**src/rtl/debug_trace_receiver.sv**
```systemverilog
// UART 8N1 receiver that reassembles LSB-first byte streams into fixed-width capture
// records, flagging framing errors and dropping stale partial records after an idle timeout.
module debug_trace_receiver #(
  parameter int unsigned CAPTURE_WIDTH_BITS = 88,
  parameter int unsigned BAUD_DIVIDE        = 434,
  parameter int unsigned IDLE_TIMEOUT       = 65536
) (
  input  logic                          clk,
  input  logic                          reset,
  input  logic                          uart_rx,
  output logic                          record_valid,
  output logic [CAPTURE_WIDTH_BITS-1:0] record_data,
  output logic                          frame_error,
  output logic                          partial_drop,
  output logic [31:0]                   record_count
);

  localparam int unsigned Bytes = (CAPTURE_WIDTH_BITS + 7) / 8;
  localparam int unsigned IdxW  = (Bytes > 1) ? $clog2(Bytes) : 1;
  localparam int unsigned CntW  = $clog2(BAUD_DIVIDE);
  localparam int unsigned IdleW = (IDLE_TIMEOUT > 1) ? $clog2(IDLE_TIMEOUT) : 1;

  localparam logic [CntW-1:0]  HalfLoad = CntW'(BAUD_DIVIDE / 2 - 1);
  localparam logic [CntW-1:0]  FullLoad = CntW'(BAUD_DIVIDE - 1);
  localparam logic [IdxW-1:0]  LastIdx  = IdxW'(Bytes - 1);
  localparam logic [IdleW-1:0] IdleLast = IdleW'(IDLE_TIMEOUT - 1);

  typedef enum logic [2:0] {StIdle, StStart, StData, StStop, StBreak} state_e;

  logic                          sync1_q, rx_s_q;
  state_e                        state_q, state_d;
  logic [CntW-1:0]               cnt_q, cnt_d;
  logic [2:0]                    bit_idx_q, bit_idx_d;
  logic [7:0]                    shreg_q, shreg_d;
  logic [IdxW-1:0]               byte_idx_q, byte_idx_d;
  logic [IdleW-1:0]              idle_q, idle_d;
  logic [Bytes*8-1:0]            asm_q, asm_d;
  logic                          record_valid_q, record_valid_d;
  logic [CAPTURE_WIDTH_BITS-1:0] record_data_q, record_data_d;
  logic                          frame_error_q, frame_error_d;
  logic                          partial_drop_q, partial_drop_d;
  logic [31:0]                   record_count_q, record_count_d;

  always_comb begin
    state_d        = state_q;
    cnt_d          = cnt_q;
    bit_idx_d      = bit_idx_q;
    shreg_d        = shreg_q;
    byte_idx_d     = byte_idx_q;
    idle_d         = idle_q;
    asm_d          = asm_q;
    record_valid_d = 1'b0;
    record_data_d  = record_data_q;
    frame_error_d  = 1'b0;
    partial_drop_d = 1'b0;
    record_count_d = record_count_q;

    unique case (state_q)
      StIdle: begin
        // Idle time only matters while a partial record is waiting for more bytes
        if (byte_idx_q != '0) begin
          if (idle_q == IdleLast) begin
            byte_idx_d     = '0;
            partial_drop_d = 1'b1;
            idle_d         = '0;
          end else begin
            idle_d = idle_q + 1'b1;
          end
        end
        if (!rx_s_q) begin
          cnt_d   = HalfLoad;
          state_d = StStart;
        end
      end
      StStart: begin
        if (cnt_q != '0) begin
          cnt_d = cnt_q - 1'b1;
        end else if (!rx_s_q) begin
          cnt_d     = FullLoad;
          bit_idx_d = 3'd0;
          state_d   = StData;
        end else begin
          state_d = StIdle;
        end
      end
      StData: begin
        if (cnt_q != '0) begin
          cnt_d = cnt_q - 1'b1;
        end else begin
          shreg_d   = {rx_s_q, shreg_q[7:1]};
          cnt_d     = FullLoad;
          bit_idx_d = bit_idx_q + 1'b1;
          if (bit_idx_q == 3'd7) state_d = StStop;
        end
      end
      StStop: begin
        if (cnt_q != '0) begin
          cnt_d = cnt_q - 1'b1;
        end else if (rx_s_q) begin
          asm_d[{byte_idx_q, 3'b000} +: 8] = shreg_q;
          idle_d  = '0;
          state_d = StIdle;
          if (byte_idx_q == LastIdx) begin
            byte_idx_d     = '0;
            record_valid_d = 1'b1;
            record_data_d  = asm_d[CAPTURE_WIDTH_BITS-1:0];
            record_count_d = record_count_q + 32'd1;
          end else begin
            byte_idx_d = byte_idx_q + 1'b1;
          end
        end else begin
          frame_error_d  = 1'b1;
          partial_drop_d = (byte_idx_q != '0);
          byte_idx_d     = '0;
          idle_d         = '0;
          state_d        = StBreak;
        end
      end
      StBreak: begin
        // A held-low line must return high before the next start bit counts
        if (rx_s_q) state_d = StIdle;
      end
      default: state_d = StIdle;
    endcase
  end

  always_ff @(posedge clk or posedge reset) begin
    if (reset) begin
      sync1_q        <= 1'b1;
      rx_s_q         <= 1'b1;
      state_q        <= StIdle;
      cnt_q          <= '0;
      bit_idx_q      <= '0;
      shreg_q        <= '0;
      byte_idx_q     <= '0;
      idle_q         <= '0;
      asm_q          <= '0;
      record_valid_q <= 1'b0;
      record_data_q  <= '0;
      frame_error_q  <= 1'b0;
      partial_drop_q <= 1'b0;
      record_count_q <= '0;
    end else begin
      sync1_q        <= uart_rx;
      rx_s_q         <= sync1_q;
      state_q        <= state_d;
      cnt_q          <= cnt_d;
      bit_idx_q      <= bit_idx_d;
      shreg_q        <= shreg_d;
      byte_idx_q     <= byte_idx_d;
      idle_q         <= idle_d;
      asm_q          <= asm_d;
      record_valid_q <= record_valid_d;
      record_data_q  <= record_data_d;
      frame_error_q  <= frame_error_d;
      partial_drop_q <= partial_drop_d;
      record_count_q <= record_count_d;
    end
  end

  assign record_valid = record_valid_q;
  assign record_data  = record_data_q;
  assign frame_error  = frame_error_q;
  assign partial_drop = partial_drop_q;
  assign record_count = record_count_q;

endmodule

```
**config.mk**
```make
export PLATFORM = sky130hd
export DESIGN_NAME = debug_trace_receiver
export DESIGN_NICKNAME = d
export VERILOG_FILES = /design/src/rtl/debug_trace_receiver.sv
export SDC_FILE = /design/constraint.sdc
export NUM_CORES = 1
export LEC_CHECK = 0
export ABC_AREA = 1
export CAP_MARGIN = 20
export CORE_ASPECT_RATIO = 1.5
export CORE_UTILIZATION = 58
export DETAILED_ROUTE_END_ITERATION = 8
export PLACE_DENSITY = 0.91
export SKIP_LAST_GASP = 1
export SLEW_MARGIN = 20
export SYNTH_ARGS = -nofsm -noshare
export SYNTH_HDL_FRONTEND = slang
export SYNTH_SLANG_ARGS = --single-unit
```
**constraint.sdc**
```tcl
create_clock -name clk -period 12.4 [get_ports clk]
set_input_delay 2.48 -clock clk [delete_from_list [all_inputs] [get_ports clk]]
set_output_delay 2.48 -clock clk [all_outputs]
set_load 0.02 [all_outputs]
```
==> key figures, run 1 <==
Yosys
  • Main combinational cell family by area after synthesis: simple AND/OR/NAND/NOR gates
  • Yosys warnings: 0
  • Count of different cell masters after synthesis: 26
  • Post-Syn Area: ~13,000 µm²
  • Cell taking the most area after synthesis: dfrtp_1
  • Top cells by area, synth: dfrtp_1 49%, nand2_1 23%, nand3_1 8.0%
  • Simple-Gate Fraction of Synth Area: 0.375
  • Post-synthesis compound-gate area fraction: 0.0309
  • Mux share of post-synthesis cell area: 0
  • Mapped Cells: about 1,800
  • Synth top area share: 0.490
  • Synth Net Count: 1,784
  • Xor and xnor area share after synthesis: 0.0250
  • Post-Syn Area per Cell: roughly 7.3 µm²
  • Sequential area share after synthesis: 0.494
  • Post-synthesis adder-cell area fraction: 0.00965
  • Yosys reg bits: about 260

Drt
  • Wire per inst: around 16 µm
  • Routed Antenna Nets: 0
  • Met3 routed wirelength: 2540 µm
  • Met2 routed WL: approximately 18,000 µm
  • Met1 WL: roughly 13,000 µm
  • Top layer in use: met4
  • Total number of vias: approximately 12,000
  • Initial drt markers: ~1,300
  • Routed wire length: ~35,000 µm
  • Drt first pass iters: 7
  • Drt via density: ~5.7
  • Residual DRC count: 0

Global route
  • Wire length of the first global-routing pass: between 50,000 and 60,000 µm
  • Vias in the first global route: roughly 12,000
  • GRT overflow: 0
  • Largest net degree at the start of global routing: about 100
  • Initial antenna violation count: 0
  • Total GRT Usage: 0.317

CTS
  • Skew-Pair Late Insertion Delay: between 500 and 600 ps
  • Hold buffers post-CTS: 0
  • Clock transition at the registers of the reported paths: 70 ps
  • Clock sink count: about 260
  • Setup Buffers After CTS: 0
  • Clk root buf: clkbuf_16
  • H-Tree Depth: 1
  • Post-cts sizing count: 0
  • CTS max path bufs: 3
  • TritonCTS clock tree: done
  • Total CTS buffers: 24

Placement
  • Pre-CTS setup slack: a little under 8000 ps
  • Buffers on Ports: between 100 and 150
  • Final Wtd Congestion: 0.963
  • Dpl hpwl: between 20,000 and 25,000 µm

Timing
  • Final setup vio count: 0
  • Max-slew headroom: 0.272
  • RSZ-0062 raised after global routing: false
  • Period Utilization, post-route: 0.335
  • Fin worst setup slack: ~8200 ps
  • Tmin final: a little over 4000 ps
  • Hold Slack: roughly 360 ps
  • Fmax achieved: between 200 and 250 MHz
  • Final hold viol count: 0
  • Worst slew pin tran: approximately 1100 ps
  • Max-slew violations: 0
  • TNS Setup: 0 ps
  • Setup Skew: approximately 14 ps

Power and ir drop
  • Total power per unit cell area: about 100 nW/µm²
  • Leakage: 7.66 nW
  • PnR Total Power: roughly 0.0016 W
  • Max IR drop VDD: approximately 0.083 mV

Setup path
  • Worst-path fanout max: 5
  • Slowest stage cell, crit path: clkdlybuf4s50_1
  • Register-to-register setup slack: approximately 8600 ps
  • Type of origin of the critical path: register
  • WP buf/inv: 1
  • CP Data Required Time: a little under 10,000 ps
  • Worst setup EP type: primary output
  • Worst EP arrival: between 1500 and 2000 ps
  • Reg2Reg Launch Point: byte_idx_q[0]
  • Top delay family on crit path: buffers and inverters
  • Max stage delay on crit path: around 700 ps
  • Crit-path cells: clkdlybuf4s50_1
  • R2R cell count: 9
  • Crit Path Class: reg2out
  • Crit Reg-Reg Endpoint: record_data[10]

Die
  • Die Ht: around 190 µm
  • # IOs: 126
  • Starting density of the core: 0.595
  • Rows: 66
  • Die area: roughly 23,000 µm²
  • Die Wd: 124 µm
  • CORE AREA: between 20,000 and 25,000 µm²

Layout
  • Commonest cells after routing, fill and taps aside: 807 x nand2_1, 254 x dfrtp_1, 206 x nand3_1
  • Most common cell after layout, fill and taps aside: nand2_1
  • Final net count: roughly 1,900
  • Diodes inserted: 0
  • Area Overhead vs Synth: 16.3%
  • Share of cells above drive strength 1: 0.0351

Run
  • Max cap viols: 0

Run status
  • Status: complete, no violations

Worst hold path
  • Hold depth: 0
  • Worst Hold Launch: sync1_q
  • Hold worst-path end: rx_s_q
  • Hold Crit Class: reg2reg
## registers in the layout (all words and copies together), names as in the netlist, 4 cells and up
signal,flops
cnt_q,9
asm_q,88
byte_idx_q,4
shreg_q,8
record_data,88
record_count,32
idle_q,16
## cell families after synthesis
logic type | count (synthesis)
xor+xnor | 37
compound gates | 80
simple gates | 1179
flops | 256
buf+inv | 209
fa+ha+maj | 10
## stage by stage
step | cell area, µm² | instances | util
2_1_floorplan | 13000 | 1771 | -
3_3_place_gp | 14300 | 2112 | 0.658
3_5_place_dp | 14300 | 2112 | 0.658
4_1_cts | 15100 | 2153 | 0.691
5_1_grt | 15100 | 2153 | 0.691
6_report | 15100 | 2153 | 0.691
## report_power, final
part | total, W | switching, W | internal [W]
combinational | 0.0000178 | 0.0000166 | 0.00000119
clock | 0.000706 | 0.000313 | 0.000393
sequential | 0.000836 | 0.000000352 | 0.000836
## area by class of cell
type	instances	area [µm²]
fillers	1658	6730
flip-flops and latches	256	6410
multi-input cells	1306	5730
repair buffers	133	1310
clock buffers	38	714
inverters	145	552
well taps	272	340
clock inverters	3	17.5
## cells in the mapped netlist, drive strengths merged
| cell | n |
|---|---|
| buf | 46 |
| clkbuf | 18 |
| xor2 | 21 |
| a21oi | 5 |
| clkinv | 1 |
| nor2 | 107 |
| dfstp | 2 |
| nor4 | 1 |
| dfrtp | 254 |
| ha | 10 |
| o21ai | 75 |
| xnor2 | 16 |
| nand3b | 19 |
| nor3 | 21 |
| nand2 | 814 |
| nand4 | 9 |
| inv | 144 |
| nand3 | 208 |
## worst max path at each step
stage | cells past startpoint | slack, ps | startpoint | to
2_1_floorplan | 1 | 2880 | reset | asm_q[0]
3_3_place_gp | 3 | 7840 | reset | idle_q[9]
3_5_place_dp | 3 | 7780 | reset | record_count[26]
4_1_cts | 1 | 8270 | record_count[15] | record_count[15]
5_1_grt | 3 | 8130 | reset | idle_q[6]
6_report | 1 | 8240 | record_count[15] | record_count[15]
## layer usage
layer  track usage  vias to the layer above
li1              -                     5730
met5             0                        -
met4         0.184                        0
met1         0.369                     5767
met2         0.549                      613
met3        0.0422                      161
No activity file was read; power rests on OpenSTA's default activity.
==> run 2: changes to the inputs <==
--- a/config.mk
+++ b/config.mk
@@ -8,9 +8,9 @@
 export ABC_AREA = 1
 export CAP_MARGIN = 20
 export CORE_ASPECT_RATIO = 1.5
-export CORE_UTILIZATION = 58
+export CORE_UTILIZATION = 52
 export DETAILED_ROUTE_END_ITERATION = 8
-export PLACE_DENSITY = 0.91
+export PLACE_DENSITY = 0.87
 export SKIP_LAST_GASP = 1
 export SLEW_MARGIN = 20
 export SYNTH_ARGS = -nofsm -noshare
==> constraint.sdc (replaced) <==
create_clock -name clk -period 3.6 [get_ports clk]
set_input_delay 0.72 -clock clk [delete_from_list [all_inputs] [get_ports clk]]
set_output_delay 0.72 -clock clk [all_outputs]
set_load 0.02 [all_outputs]
==> run 2 against run 1 <==
Cell count grew 3.2%. Design area rose by 1.9%. Routed wire length fell by 2.5%. Clock power grew to 3.7 times the previous value. Count of clock-buffer cells in the layout down 5.
==> key figures, run 2 (synthesized netlist as in run 1, its figures left out) <==
Run status
  • Status: complete, no violations (unchanged)

CTS
  • Clock transition at the registers of the reported paths: 70 ps (about the same)
  • Clk root buf: clkbuf_16 (unchanged)
  • Total CTS buffers: 25 (was 24)
  • Setup Buffers After CTS: 0 (unchanged)
  • Hold buffers post-CTS: 0 (unchanged)
  • Clock sink count: 256 (unchanged)
  • Skew-Pair Late Insertion Delay: 530 ps (was 520 ps)
  • TritonCTS clock tree: done (unchanged)
  • Post-cts sizing count: 0 (unchanged)
  • CTS max path bufs: 3 (unchanged)
  • H-Tree Depth: 1 (unchanged)

Timing
  • Final setup vio count: 0 (unchanged)
  • Hold Slack: 357 ps (was 359 ps)
  • Tmin final: around 3100 ps
  • Period Utilization, post-route: 0.847
  • RSZ-0062 raised after global routing: false (unchanged)
  • Max-slew violations: 0 (unchanged)
  • Setup Skew: 10.2 ps (was 14.5 ps)
  • TNS Setup: 0 ps (unchanged)
  • Worst slew pin tran: 852 ps (was 1090 ps)
  • Final hold viol count: 0 (unchanged)
  • Fmax achieved: between 300 and 400 MHz
  • Max-slew headroom: 0.430 (was 0.272)

Layout
  • Diodes inserted: 0 (unchanged)
  • Seq. cell area: 6410 µm² (unchanged)
  • Area taken by multi-input logic gates: 5720 µm² (was 5730 µm²)
  • Area Overhead vs Synth: 18.5% (was 16.3%)
  • Most common cell after layout, fill and taps aside: nand2_1 (unchanged)
  • Share of cells above drive strength 1: 0.0469 (was 0.0351)
  • Fill count: 2,017 (was 1,658)
  • Final net count: 1,892 (was 1,879)
  • Design area: 15,400 µm² (was 15,100 µm²)
  • Commonest cells after routing, fill and taps aside: 807 x nand2_1, 254 x dfrtp_1, 206 x nand3_1 (unchanged)

Power and ir drop
  • Max IR drop VDD: 0.315 mV (was 0.0827 mV)
  • Sw Share: 0.215 (was 0.211)
  • Comb pwr share: 0.013 (was 0.011)
  • Leakage: 7.77 nW (was 7.66 nW)
  • Psw: 0.00120 W (was 0.000330 W)
  • Clock power share: 0.468 (was 0.453)
  • PnR Total Power: 0.00555 W (was 0.00156 W)
  • Seq pwr share: 0.519 (was 0.536)
  • Internal Power: 0.00435 W (was 0.00123 W)
  • Total power per unit cell area: 361 nW/µm² (was 103 nW/µm²)

Run
  • Max cap viols: 0 (unchanged)

Placement
  • Buffers on Ports: 125 (unchanged)
  • Final Wtd Congestion: 0.946 (was 0.963)
  • Dpl hpwl: 23,900 µm (was 23,700 µm)
  • Post-place instance area: 14,500 µm² (was 14,300 µm²)

Drt
  • Met3 routed wirelength: 1990 µm (was 2540 µm)
  • Drt via density: 5.40 (was 5.70)
  • Initial drt markers: 1,087 (was 1,275)
  • Drt first pass iters: 7 (unchanged)
  • Residual DRC count: 0 (unchanged)
  • Met1 WL: 13,000 µm (was 12,700 µm)
  • Routed Antenna Nets: 0 (unchanged)
  • Routed wire length: 34,200 µm (was 35,100 µm)
  • Top layer in use: met4 (unchanged)
  • Met2 routed WL: 17,600 µm (was 17,800 µm)
  • Wire per inst: 15.4 µm (was 16.3 µm)
  • Total number of vias: 12,000 (was 12,300)

Global route
  • Wire length of the first global-routing pass: 56,400 µm (was 57,100 µm)
  • Total GRT Usage: 0.277 (was 0.317)
  • Largest net degree at the start of global routing: 132 (was 102)
  • GRT overflow: 0 (unchanged)
  • Initial antenna violation count: 0 (unchanged)
  • Vias in the first global route: 11,800 (was 12,000)

Setup path
  • Type of origin of the critical path: register (unchanged)
  • Worst EP arrival: 3480 ps (was 1680 ps)
  • CP Data Required Time: 4030 ps (was 9920 ps)
  • Crit Path Class: reg2reg (was reg2out)
  • Worst setup EP type: register (was primary output)
  • Worst-path fanout max: 19 (was 5)

Die
  • Die area: 25,600 µm² (was 23,000 µm²)
  • Rows: 70 (was 66)
  • # IOs: 126 (unchanged)
  • CORE AREA: 24,400 µm² (was 21,800 µm²)
  • Die Wd: 131 µm (was 124 µm)
  • Die Ht: 195 µm (was 185 µm)
  • Starting density of the core: 0.530 (was 0.595)

Worst hold path
  • Hold Crit Class: reg2reg (unchanged)
run 2: worst paths after layout:
check / cells past startpoint / slack, ps / startpoint / endpoint
max in group asynchronous: 3 / 2100 / reset / sync1_q
max reg2reg: 9 / 550 / byte_idx_q[0] / record_data[73]
max: 9 / 550 / byte_idx_q[0] / record_data[73]
min reg2reg: 0 / 360 / sync1_q / rx_s_q
min: 0 / 360 / sync1_q / rx_s_q
min in group asynchronous: 2 / 700 / reset / record_count[23]
run 2: final cells by class:
type,instances,share of cell area
timing repair buffer,145,0.0953
inverter,145,0.0357
tap,324,0.0264
clock inverter,13,0.00700
sequential,256,0.417
clock buffer,33,0.0459
multi-input combinational,1306,0.373
run 2: per-stage QoR:
step,setup slack (ps),std cells,utilization
after floorplan,-490,1771,-
final,550,2222,0.629
after CTS,652,2222,0.629
after detailed placement,709,2176,0.595
after global placement,847,2176,0.595
after global routing,295,2222,0.629
run 2: critical path, cell delays in order (launching register included):
cell and delay [ps]:
dfrtp_1 640, inv_1 340, ha_1 330, xor2_1 170
buf_4 210, nor2_1 500, nand2_1 350, nand2_1 120
nand2_1 70, o21ai_0 200
run 2: per-layer routing:
metal  global-route usage  vias to the layer above
met5                    0                        -
met4                0.134                        0
met3               0.0370                      128
met2                0.486                      450
met1                0.328                     5681
li1                     -                     5744
run 2: power by group through the flow:
stage | sequential (W) | clock, W | combinational (W)
2_1_floorplan | 0.00293 | 0 | 0.0000437
3_3_place_gp | 0.00293 | 0 | 0.0000750
3_5_place_dp | 0.00293 | 0 | 0.0000765
4_1_cts | 0.00288 | 0.00262 | 0.0000767
5_1_grt | 0.00288 | 0.00274 | 0.0000851
6_report | 0.00288 | 0.00259 | 0.0000726
==> run 3: changes to the inputs <==
==> constraint.sdc (replaced) <==
create_clock -name clk -period 2.7 [get_ports clk]
set_input_delay 0.54 -clock clk [delete_from_list [all_inputs] [get_ports clk]]
set_output_delay 0.54 -clock clk [all_outputs]
set_load 0.02 [all_outputs]
==> run 3 against run 2 <==
Global-route usage is 0.31 points higher. Register-to-register slack worse by 140 ps. Worst setup slack worse by 140 ps. Core utilization is 0.47 points higher. Total power is 36% higher. Cell count is 0.36% higher. Design area is 0.74% higher. Routed wire length is 2.0% higher. Fmax is 33% higher. Sequential cell count stayed put.
==> key figures, run 3 (synthesized netlist as in run 1, its figures left out) <==
Run status
  • Status: complete, no violations (unchanged)

Layout
  • Area Overhead vs Synth: 19.4% (was 18.5%)
  • Non-Filler Instances: 2,230 (was 2,222)
  • Diodes inserted: 0 (unchanged)
  • Util after Layout: 0.633 (was 0.629)
  • Share of cells above drive strength 1: 0.0504 (was 0.0469)
  • Final net count: 1,901 (was 1,892)
  • Most common cell after layout, fill and taps aside: nand2_1 (unchanged)
  • Commonest cells after routing, fill and taps aside: 807 x nand2_1, 254 x dfrtp_1, 206 x nand3_1 (unchanged)
  • Fill count: 1,997 (was 2,017)

Setup path
  • WP depth: 10 (was 9)
  • Most numerous cell on the critical path: nand2_1 (unchanged)
  • Worst EP arrival: 2710 ps (was 3480 ps)
  • Max stage delay on crit path: 440 ps (was 640 ps)
  • Top delay family on crit path: simple AND/OR/NAND/NOR gates (unchanged)
  • CP Data Required Time: 3110 ps (was 4030 ps)
  • WP buf/inv: 1 (was 2)
  • Type of origin of the critical path: register (unchanged)
  • Slowest stage cell, crit path: dfrtp_1 (unchanged)
  • Worst setup EP type: register (unchanged)
  • Crit-path cells: inv_1 > ha_1 > xor2_1 > nand2_1 > nor2_4 > nand2_1 > nand2_1 > nand2_1 > nand2_1 > nand2_1 (was inv_1 > ha_1 > xor2_1 > buf_4 > nor2_1 > nand2_1 > nand2_1 > nand2_1 > o21ai_0)
  • Worst-path fanout max: 21 (was 19)
  • Crit Path Class: reg2reg (unchanged)
  • R2R cell count: 10 (was 9)

Run
  • Max cap viols: 0 (unchanged)

CTS
  • Clock transition at the registers of the reported paths: 70 ps (about the same)
  • Post-cts sizing count: 0 (unchanged)
  • Clk root buf: clkbuf_16 (unchanged)
  • Skew-Pair Late Insertion Delay: 520 ps (was 530 ps)
  • Total CTS buffers: 25 (unchanged)
  • Clock sink count: 256 (unchanged)
  • CTS max path bufs: 3 (unchanged)
  • Setup Buffers After CTS: 0 (unchanged)
  • Hold buffers post-CTS: 0 (unchanged)
  • H-Tree Depth: 1 (unchanged)
  • TritonCTS clock tree: done (unchanged)

Timing
  • Worst slew pin tran: 648 ps (was 852 ps)
  • Period Utilization, post-route: 0.850 (was 0.847)
  • Hold Slack: 337 ps (was 357 ps)
  • Final hold viol count: 0 (unchanged)
  • Setup Skew: 13.4 ps (was 10.2 ps)
  • Final setup vio count: 0 (unchanged)
  • Fmax achieved: 436 MHz (was 328 MHz)
  • Tmin final: 2290 ps (was 3050 ps)
  • Max-slew headroom: 0.565 (was 0.430)
  • RSZ-0062 raised after global routing: false (unchanged)
  • Max-slew violations: 0 (unchanged)

Die
  • Die Wd: 131 µm (unchanged)
  • Starting density of the core: 0.530 (unchanged)
  • Rows: 70 (unchanged)
  • Die area: 25,600 µm² (unchanged)
  • Die Ht: 195 µm (unchanged)
  • CORE AREA: 24,400 µm² (unchanged)
  • # IOs: 126 (unchanged)

Placement
  • Dpl hpwl: 24,100 µm (was 23,900 µm)
  • Dpl cells: 2,185 (was 2,176)
  • Buffers on Ports: 125 (unchanged)
  • Final Wtd Congestion: 0.942 (was 0.946)

Power and ir drop
  • Leakage: 7.84 nW (was 7.77 nW)
  • Max IR drop VDD: 0.461 mV (was 0.315 mV)
  • PnR Total Power: 0.00755 W (was 0.00555 W)
  • Total power per unit cell area: 488 nW/µm² (was 361 nW/µm²)

Global route
  • Initial antenna violation count: 0 (unchanged)
  • Total GRT Usage: 0.280 (was 0.277)
  • Largest net degree at the start of global routing: 132 (unchanged)
  • Wire length of the first global-routing pass: 57,000 µm (was 56,400 µm)
  • GRT overflow: 0 (unchanged)
  • Vias in the first global route: 11,800 (about the same)

Drt
  • Routed wire length: 34,900 µm (was 34,200 µm)
  • Wire per inst: 15.6 µm (was 15.4 µm)
  • Residual DRC count: 0 (unchanged)
  • Routed Antenna Nets: 0 (unchanged)
  • Initial drt markers: 841 (was 1,087)
  • Total number of vias: 12,200 (was 12,000)
  • Drt first pass iters: 6 (was 7)
  • Drt via density: 5.45 (was 5.40)

Worst hold path
  • Hold Crit Class: in2async (was reg2reg)
-- run 3: cell count changes in the layout (fill, tap and decap cells not counted) --
cell,previous run,this run
clkinvlp_4,5,3
clkbuf_1,3,4
clkinv_8,0,1
clkbuf_8,5,4
buf_4,15,23
bufinv_16,1,3
inv_6,2,0
buf_12,5,6
-- run 3: metrics by stage --
step	worst slack [ps]	setup TNS (ps)	cell area [µm²]
6_report	405	0	15500
5_1_grt	175	0	15500
4_1_cts	409	0	15500
3_5_place_dp	434	0	14600
3_3_place_gp	541	0	14600
2_1_floorplan	-1210	-307980	13000
-- run 3: final cells by class --
class,count,area (µm²),share of cell area
inverter,145,548,0.0354
clock inverter,12,151,0.00978
sequential,256,6410,0.414
tap,324,405,0.0262
multi-input combinational,1306,5720,0.370
timing repair buffer,154,1540,0.0998
clock buffer,33,696,0.0450
-- run 3: metal layers --
layer / global-route usage / share of wire
met2: 0.487 / 0.51
met3: 0.0296 / 0.061
met4: 0.154 / 0.058
met5: 0 / 0
met1: 0.333 / 0.37
-- run 3: final timing paths --
check                         startpoint               end  slack (ps)
max reg2reg                byte_idx_q[1]         asm_q[41]         410
max                        byte_idx_q[1]         asm_q[41]         410
min in group clk                 sync1_q            rx_s_q         360
min                                reset  record_count[21]         340
min reg2reg                      sync1_q            rx_s_q         360
max in group asynchronous          reset   record_data[55]        1610
-- run 3: power breakdown --
group          total (W)  leakage [nW]  internal, W  switching, W
registers        0.00384          3.55      0.00384    0.00000167
clock network    0.00362         0.415      0.00211       0.00151
logic          0.0000903          3.87    0.0000132     0.0000771
